$ cat config.mk
export PLATFORM = sky130hd
export DESIGN_NAME = toy_fetch_unit
export DESIGN_NICKNAME = d
export VERILOG_FILES = /design/src/rtl/toy_fetch_unit_pkg.sv /design/src/rtl/toy_fetch_unit_next_pc.sv /design/src/rtl/toy_fetch_unit.sv
export SDC_FILE = /design/constraint.sdc
export NUM_CORES = 1
export LEC_CHECK = 0
export BUFFER_PORTS_ARGS = -buffer_cell sky130_fd_sc_hd__buf_2
export CELL_PAD_IN_SITES_DETAIL_PLACEMENT = 2
export CELL_PAD_IN_SITES_GLOBAL_PLACEMENT = 2
export CORE_ASPECT_RATIO = 1.25
export CORE_MARGIN = 1.5
export CORE_UTILIZATION = 27
export DETAILED_ROUTE_END_ITERATION = 8
export HOLD_SLACK_MARGIN = 0.05
export PLACE_DENSITY_LB_ADDON = 0.1
export SYNTH_ARGS = -nofsm -noshare
export SYNTH_HDL_FRONTEND = slang
export SYNTH_HIERARCHICAL = 1
export SYNTH_SLANG_ARGS = --single-unit
export TNS_END_PERCENT = 1
$ cat constraint.sdc
create_clock -name clk -period 1.56 [get_ports clk]
set_input_delay 0.312 -clock clk [delete_from_list [all_inputs] [get_ports clk]]
set_output_delay 0.312 -clock clk [all_outputs]
set_load 0.005 [all_outputs]
$ cat src/rtl/toy_fetch_unit_pkg.sv
// Shared definitions for the toy accumulator CPU fetch stage.
package toy_pkg;

  localparam int unsigned ADDR_W_DEF  = 8;
  localparam int unsigned INSTR_W_DEF = 12;

  // Opcode field values seen by the fetch stage
  localparam logic [3:0] OP_JMP     = 4'b0000;
  localparam logic [3:0] OP_ADC     = 4'b0001;
  localparam logic [3:0] OP_ILLEGAL = 4'b0111;
  localparam logic [3:0] OP_STA     = 4'b1111;

  // Next-PC source select driven by the controller
  typedef enum logic [1:0] {
    PC_INC  = 2'b00,
    PC_JMP  = 2'b01,
    PC_BR   = 2'b10,
    PC_HOLD = 2'b11
  } src_pc_e;

  // Fetch sequencer states
  typedef enum logic [1:0] {
    ST_FETCH = 2'b00,
    ST_WAIT  = 2'b01,
    ST_EXEC  = 2'b10,
    ST_HALT  = 2'b11
  } fetch_state_e;

endpackage

$ cat src/rtl/toy_fetch_unit_next_pc.sv
// Combinational next-PC selection: increment, jump, conditional branch or hold.
module toy_next_pc
  import toy_pkg::*;
#(
  parameter int unsigned ADDR_W = ADDR_W_DEF
) (
  input  logic [ADDR_W-1:0] pc_i,
  input  logic [ADDR_W-1:0] target_i,
  input  logic [1:0]        src_pc_i,
  input  logic              cond_true_i,
  output logic [ADDR_W-1:0] next_pc_o,
  output logic              halt_o
);

  logic [ADDR_W-1:0] pc_inc;

  // Increment wraps naturally at 2^ADDR_W
  assign pc_inc = pc_i + ADDR_W'(1);

  // Select the next PC from the controller's source code
  always_comb begin
    next_pc_o = pc_inc;
    halt_o    = 1'b0;
    case (src_pc_e'(src_pc_i))
      PC_INC:  next_pc_o = pc_inc;
      PC_JMP:  next_pc_o = target_i;
      PC_BR:   next_pc_o = cond_true_i ? target_i : pc_inc;
      PC_HOLD: begin
        next_pc_o = pc_i;
        halt_o    = 1'b1;
      end
      default: next_pc_o = pc_inc;
    endcase
  end

endmodule

$ cat src/rtl/toy_fetch_unit.sv
// Instruction fetch/sequencing stage: owns the PC, fetches into the IR and
// presents opcode/operand to the controller until it reports ex_done.
module toy_fetch_unit
  import toy_pkg::*;
#(
  parameter int unsigned       ADDR_W   = ADDR_W_DEF,
  parameter int unsigned       INSTR_W  = INSTR_W_DEF,
  parameter logic [ADDR_W-1:0] RESET_PC = '0
) (
  input  logic               clk,
  input  logic               rst_n,
  output logic               imem_req,
  output logic [ADDR_W-1:0]  imem_addr,
  input  logic               imem_gnt,
  input  logic               imem_rvalid,
  input  logic [INSTR_W-1:0] imem_rdata,
  input  logic [1:0]         src_pc,
  input  logic               cond_true,
  input  logic               ex_done,
  output logic [3:0]         opcode,
  output logic [INSTR_W-5:0] operand,
  output logic               ir_valid,
  output logic [ADDR_W-1:0]  pc,
  output logic               halted,
  output logic               illegal
);

  fetch_state_e       state_q, state_d;
  logic [ADDR_W-1:0]  pc_q, pc_d;
  logic [INSTR_W-1:0] ir_q, ir_d;
  logic               req_q;
  logic               ir_valid_q;
  logic               halted_q, halted_d;
  logic               illegal_q, illegal_d;

  logic [ADDR_W-1:0]  op_addr;
  logic [ADDR_W-1:0]  next_pc;
  logic               halt_req;

  assign op_addr = ADDR_W'(ir_q[INSTR_W-5:0]);

  toy_next_pc #(
    .ADDR_W (ADDR_W)
  ) u_next_pc (
    .pc_i        (pc_q),
    .target_i    (op_addr),
    .src_pc_i    (src_pc),
    .cond_true_i (cond_true),
    .next_pc_o   (next_pc),
    .halt_o      (halt_req)
  );

  // Sequencer next-state, PC, IR and sticky status
  always_comb begin
    state_d   = state_q;
    pc_d      = pc_q;
    ir_d      = ir_q;
    halted_d  = halted_q;
    illegal_d = illegal_q;
    case (state_q)
      // Grant only counts once the request is actually driven, so the first
      // cycle out of reset (request still low) cannot launch a fetch.
      ST_FETCH: if (req_q && imem_gnt) state_d = ST_WAIT;
      ST_WAIT: begin
        if (imem_rvalid) begin
          ir_d = imem_rdata;
          if (imem_rdata[INSTR_W-1 -: 4] == OP_ILLEGAL) begin
            state_d   = ST_HALT;
            halted_d  = 1'b1;
            illegal_d = 1'b1;
          end else begin
            state_d = ST_EXEC;
          end
        end
      end
      // src_pc/cond_true only reach the PC on the ex_done cycle
      ST_EXEC: begin
        if (ex_done) begin
          pc_d = next_pc;
          if (halt_req) begin
            state_d  = ST_HALT;
            halted_d = 1'b1;
          end else begin
            state_d = ST_FETCH;
          end
        end
      end
      ST_HALT: state_d = ST_HALT;
      default: state_d = ST_FETCH;
    endcase
  end

  // State and registered outputs
  always_ff @(posedge clk or negedge rst_n) begin
    if (!rst_n) begin
      state_q    <= ST_FETCH;
      pc_q       <= RESET_PC;
      ir_q       <= '0;
      req_q      <= 1'b0;
      ir_valid_q <= 1'b0;
      halted_q   <= 1'b0;
      illegal_q  <= 1'b0;
    end else begin
      state_q    <= state_d;
      pc_q       <= pc_d;
      ir_q       <= ir_d;
      req_q      <= (state_d == ST_FETCH);
      ir_valid_q <= (state_d == ST_EXEC);
      halted_q   <= halted_d;
      illegal_q  <= illegal_d;
    end
  end

  assign imem_req  = req_q;
  assign imem_addr = pc_q;
  assign pc        = pc_q;
  assign opcode    = ir_q[INSTR_W-1 -: 4];
  assign operand   = ir_q[INSTR_W-5:0];
  assign ir_valid  = ir_valid_q;
  assign halted    = halted_q;
  assign illegal   = illegal_q;

endmodule

==> results.cfg <==
[outcome]
status = completed

[floorplan]
io_pins = 52
die_w_um = 66.6
std_cell_rows = 28
start_util = 0.284
core_region_area_um2 = 4800
die_h_um = 82.5
dieArea_um2 = 5490

[pwr]
power_density_nw_per_um2 = 1880
p_int_w = 0.00227
swShare = 0.338
p_clk_frac = 0.163
p_comb_frac = 0.454
p_sw_w = 0.00116
p_leak_nw = 0.924
seqPwrFrac = 0.384
vdd_drop_max_mv = 0.613

[synth]
async_reset_ff_frac = 1.00
synth_edf_count = 0
avgSynthCellArea_um2 = 12.3
ys_seq_elements = 26
netlist_area_um2 = 1360
synth_ff_type = dfrtp_1
syn_nets = 132
synth.distinct_cells = 35
synth.yosys.seq_area_share = 0.477
yosys_warnings = 6
syn_inst = 111

[worst_hold_path]
hp-class = in -> async

[cts]
cts_hold_repair.buffers = 0
clk_latency_ns = 0.27
htreeDepth = 1
clock-sinks = 26
cts_tree = built
cts_max_path_buffers = 2
cts_made_buffers = 3
cts-root-buf = clkbuf_8
clkTransAtPathRegs_ns = 0.09

[critical_path]
cp_max_fo = 4
setup.worst_path.end_class = flip-flop
cp-start-kind = flip-flop
crit_type = reg -> reg
r2r_cells = 5
slowest_stage = dfrtp_2
cpPeakStageDelay_ns = 0.40
crit_arrival_ns = 1.72
path_cells = ha_2 -> nand3_2 -> a21o_1 -> a221o_1 -> mux2_2
crit_required_ns = 1.72

[timing]
worst_slew_pin_slew_ns = 0.595
rsz0062_at_grt = true
report.final.slew_viol_count = 0
hold-worst-slack_ns = 0.0356
finalSetupViolCount = 0
hold_viol_final = 0
max_freq_mhz = 643
fin_crit_ns = 1.56
relSlewSlack = 0.603
skew_ns = 0.00447
final.period_utilization = 0.997
fin_tns_setup_ns = 0

[global_route]
grt_pass1_wl_um = 6230
antenna_found_initial = 0
gr-total-overflow = 0
grt_pass1_vias = 1258
grt_usage = 0.151
grt_max_degree = 27

[routing]
dr.first_iter.drc_count = 16
vias_per_cell = 5.03
wl_per_cell_um = 16.6
route.detailed.drc = 0
firstDrtPassIters = 4
ant_nets = 0
totalWireLength_um = 3860
vias = 1167

[placement]
dpl_cell_area_um2 = 1730
hpwl_um = 3050
portBuffers = 51
gp_congestion = 0.793

[final_layout]
multi_input_area_um2 = 634
final_nets = 194
antenna-diode-count = 0
regArea_um2 = 652
final_cell_mix = buf_2, dfrtp_1, mux2_2, buf_4, nand3_1
num-fill-cells = 531
drive_gt1_frac = 0.605
design_area_um2 = 1820
final_common_cell = buf_2
area_growth_pct = 33.4

[job]
maxCapViolations = 0
critical path: cells and delay by family, from the launching register on:
family | cells | cell delay [ns]
compound gates | 2 | 0.48
flops | 1 | 0.40
mux | 1 | 0.25
fa+ha+maj | 1 | 0.21
simple gates | 1 | 0.11
cell type report:
type | instances | share of cell area
sequential | 26 | 0.358
multi-input combinational | 72 | 0.349
timing repair buffer | 67 | 0.206
tap | 60 | 0.0413
clock buffer | 3 | 0.0227
clock inverter | 1 | 0.0165
inverter | 3 | 0.00619
final timing paths:
check                      slack [ns]           from            to
min reg2reg                      0.47         halted        halted
max reg2reg                     0.004   imem_addr[0]  imem_addr[4]
min in group clk                 0.27  imem_rdata[5]       ir_q[5]
max                             0.004   imem_addr[0]  imem_addr[4]
min                              0.04          rst_n       ir_q[3]
max in group asynchronous        1.10          rst_n  imem_addr[0]
power groups by stage:
stage | clock, W | combinational, W | sequential [W]
after global routing | 0.000594 | 0.00173 | 0.00137
final | 0.000558 | 0.00155 | 0.00132
after CTS | 0.000584 | 0.00159 | 0.00132
after floorplan | 0 | 0.000842 | 0.00134
after detailed placement | 0 | 0.00156 | 0.00133
after global placement | 0 | 0.00152 | 0.00130
synth_stat cells, types with 2 or more instances:
cell type | count | area share
a211o_1 | 2 | 0.013
a21o_1 | 3 | 0.017
a21oi_1 | 3 | 0.011
a221o_1 | 4 | 0.029
and3_1 | 2 | 0.0092
buf_4 | 8 | 0.044
buf_6 | 2 | 0.017
dfrtp_1 | 26 | 0.48
inv_1 | 2 | 0.0055
mux2_2 | 20 | 0.17
nand2_1 | 3 | 0.0083
nand3_1 | 6 | 0.022
nand4_1 | 2 | 0.0092
nor2_1 | 3 | 0.0083
nor3_1 | 2 | 0.0073
nor3b_1 | 2 | 0.011
o211ai_1 | 2 | 0.011
or4_1 | 2 | 0.011
what timing repair did:
item,CTS,global route
endpoints found under the setup margin,2,5
buffers inserted,1,0
gates resized for setup,2,1
pin swaps,0,1
stage by stage:
step	std cells	total power (W)	util	worst slack (ns)
2_1_floorplan	111	0.00218	-	0.00187
6_report	232	0.00343	0.379	0.00417
3_3_place_gp	227	0.00282	0.359	-0.00155
4_1_cts	232	0.00350	0.377	-0.00504
3_5_place_dp	227	0.00289	0.359	-0.0376
5_1_grt	232	0.00370	0.379	-0.0582
state kept, by name (all words and copies together) (netlist names):
register   cells
ir_valid       1
halted         1
imem_req       1
state_q        2
illegal        1
imem_addr      8
ir_q          12
cells by family after synthesis:
kind of cell / count (synthesis) / synth area share
compound gates: 21 / 0.131
fa+ha+maj: 1 / 0.00917
flops: 26 / 0.477
simple gates: 30 / 0.149
buf+inv: 13 / 0.0688
mux: 20 / 0.165
per-layer routing:
| metal | vias to the layer above | GRT usage | wire, um | part of all wire |
|---|---|---|---|---|
| met4 | 0 | 0.0551 | 54 | 0.014 |
| met2 | 39 | 0.258 | 1950 | 0.51 |
| met3 | 4 | 0.0163 | 188 | 0.049 |
| li1 | 539 | - | - | - |
| met1 | 585 | 0.198 | 1660 | 0.43 |
| met5 | - | 0 | 0 | 0 |
No activity file was read; power rests on OpenSTA's default activity.
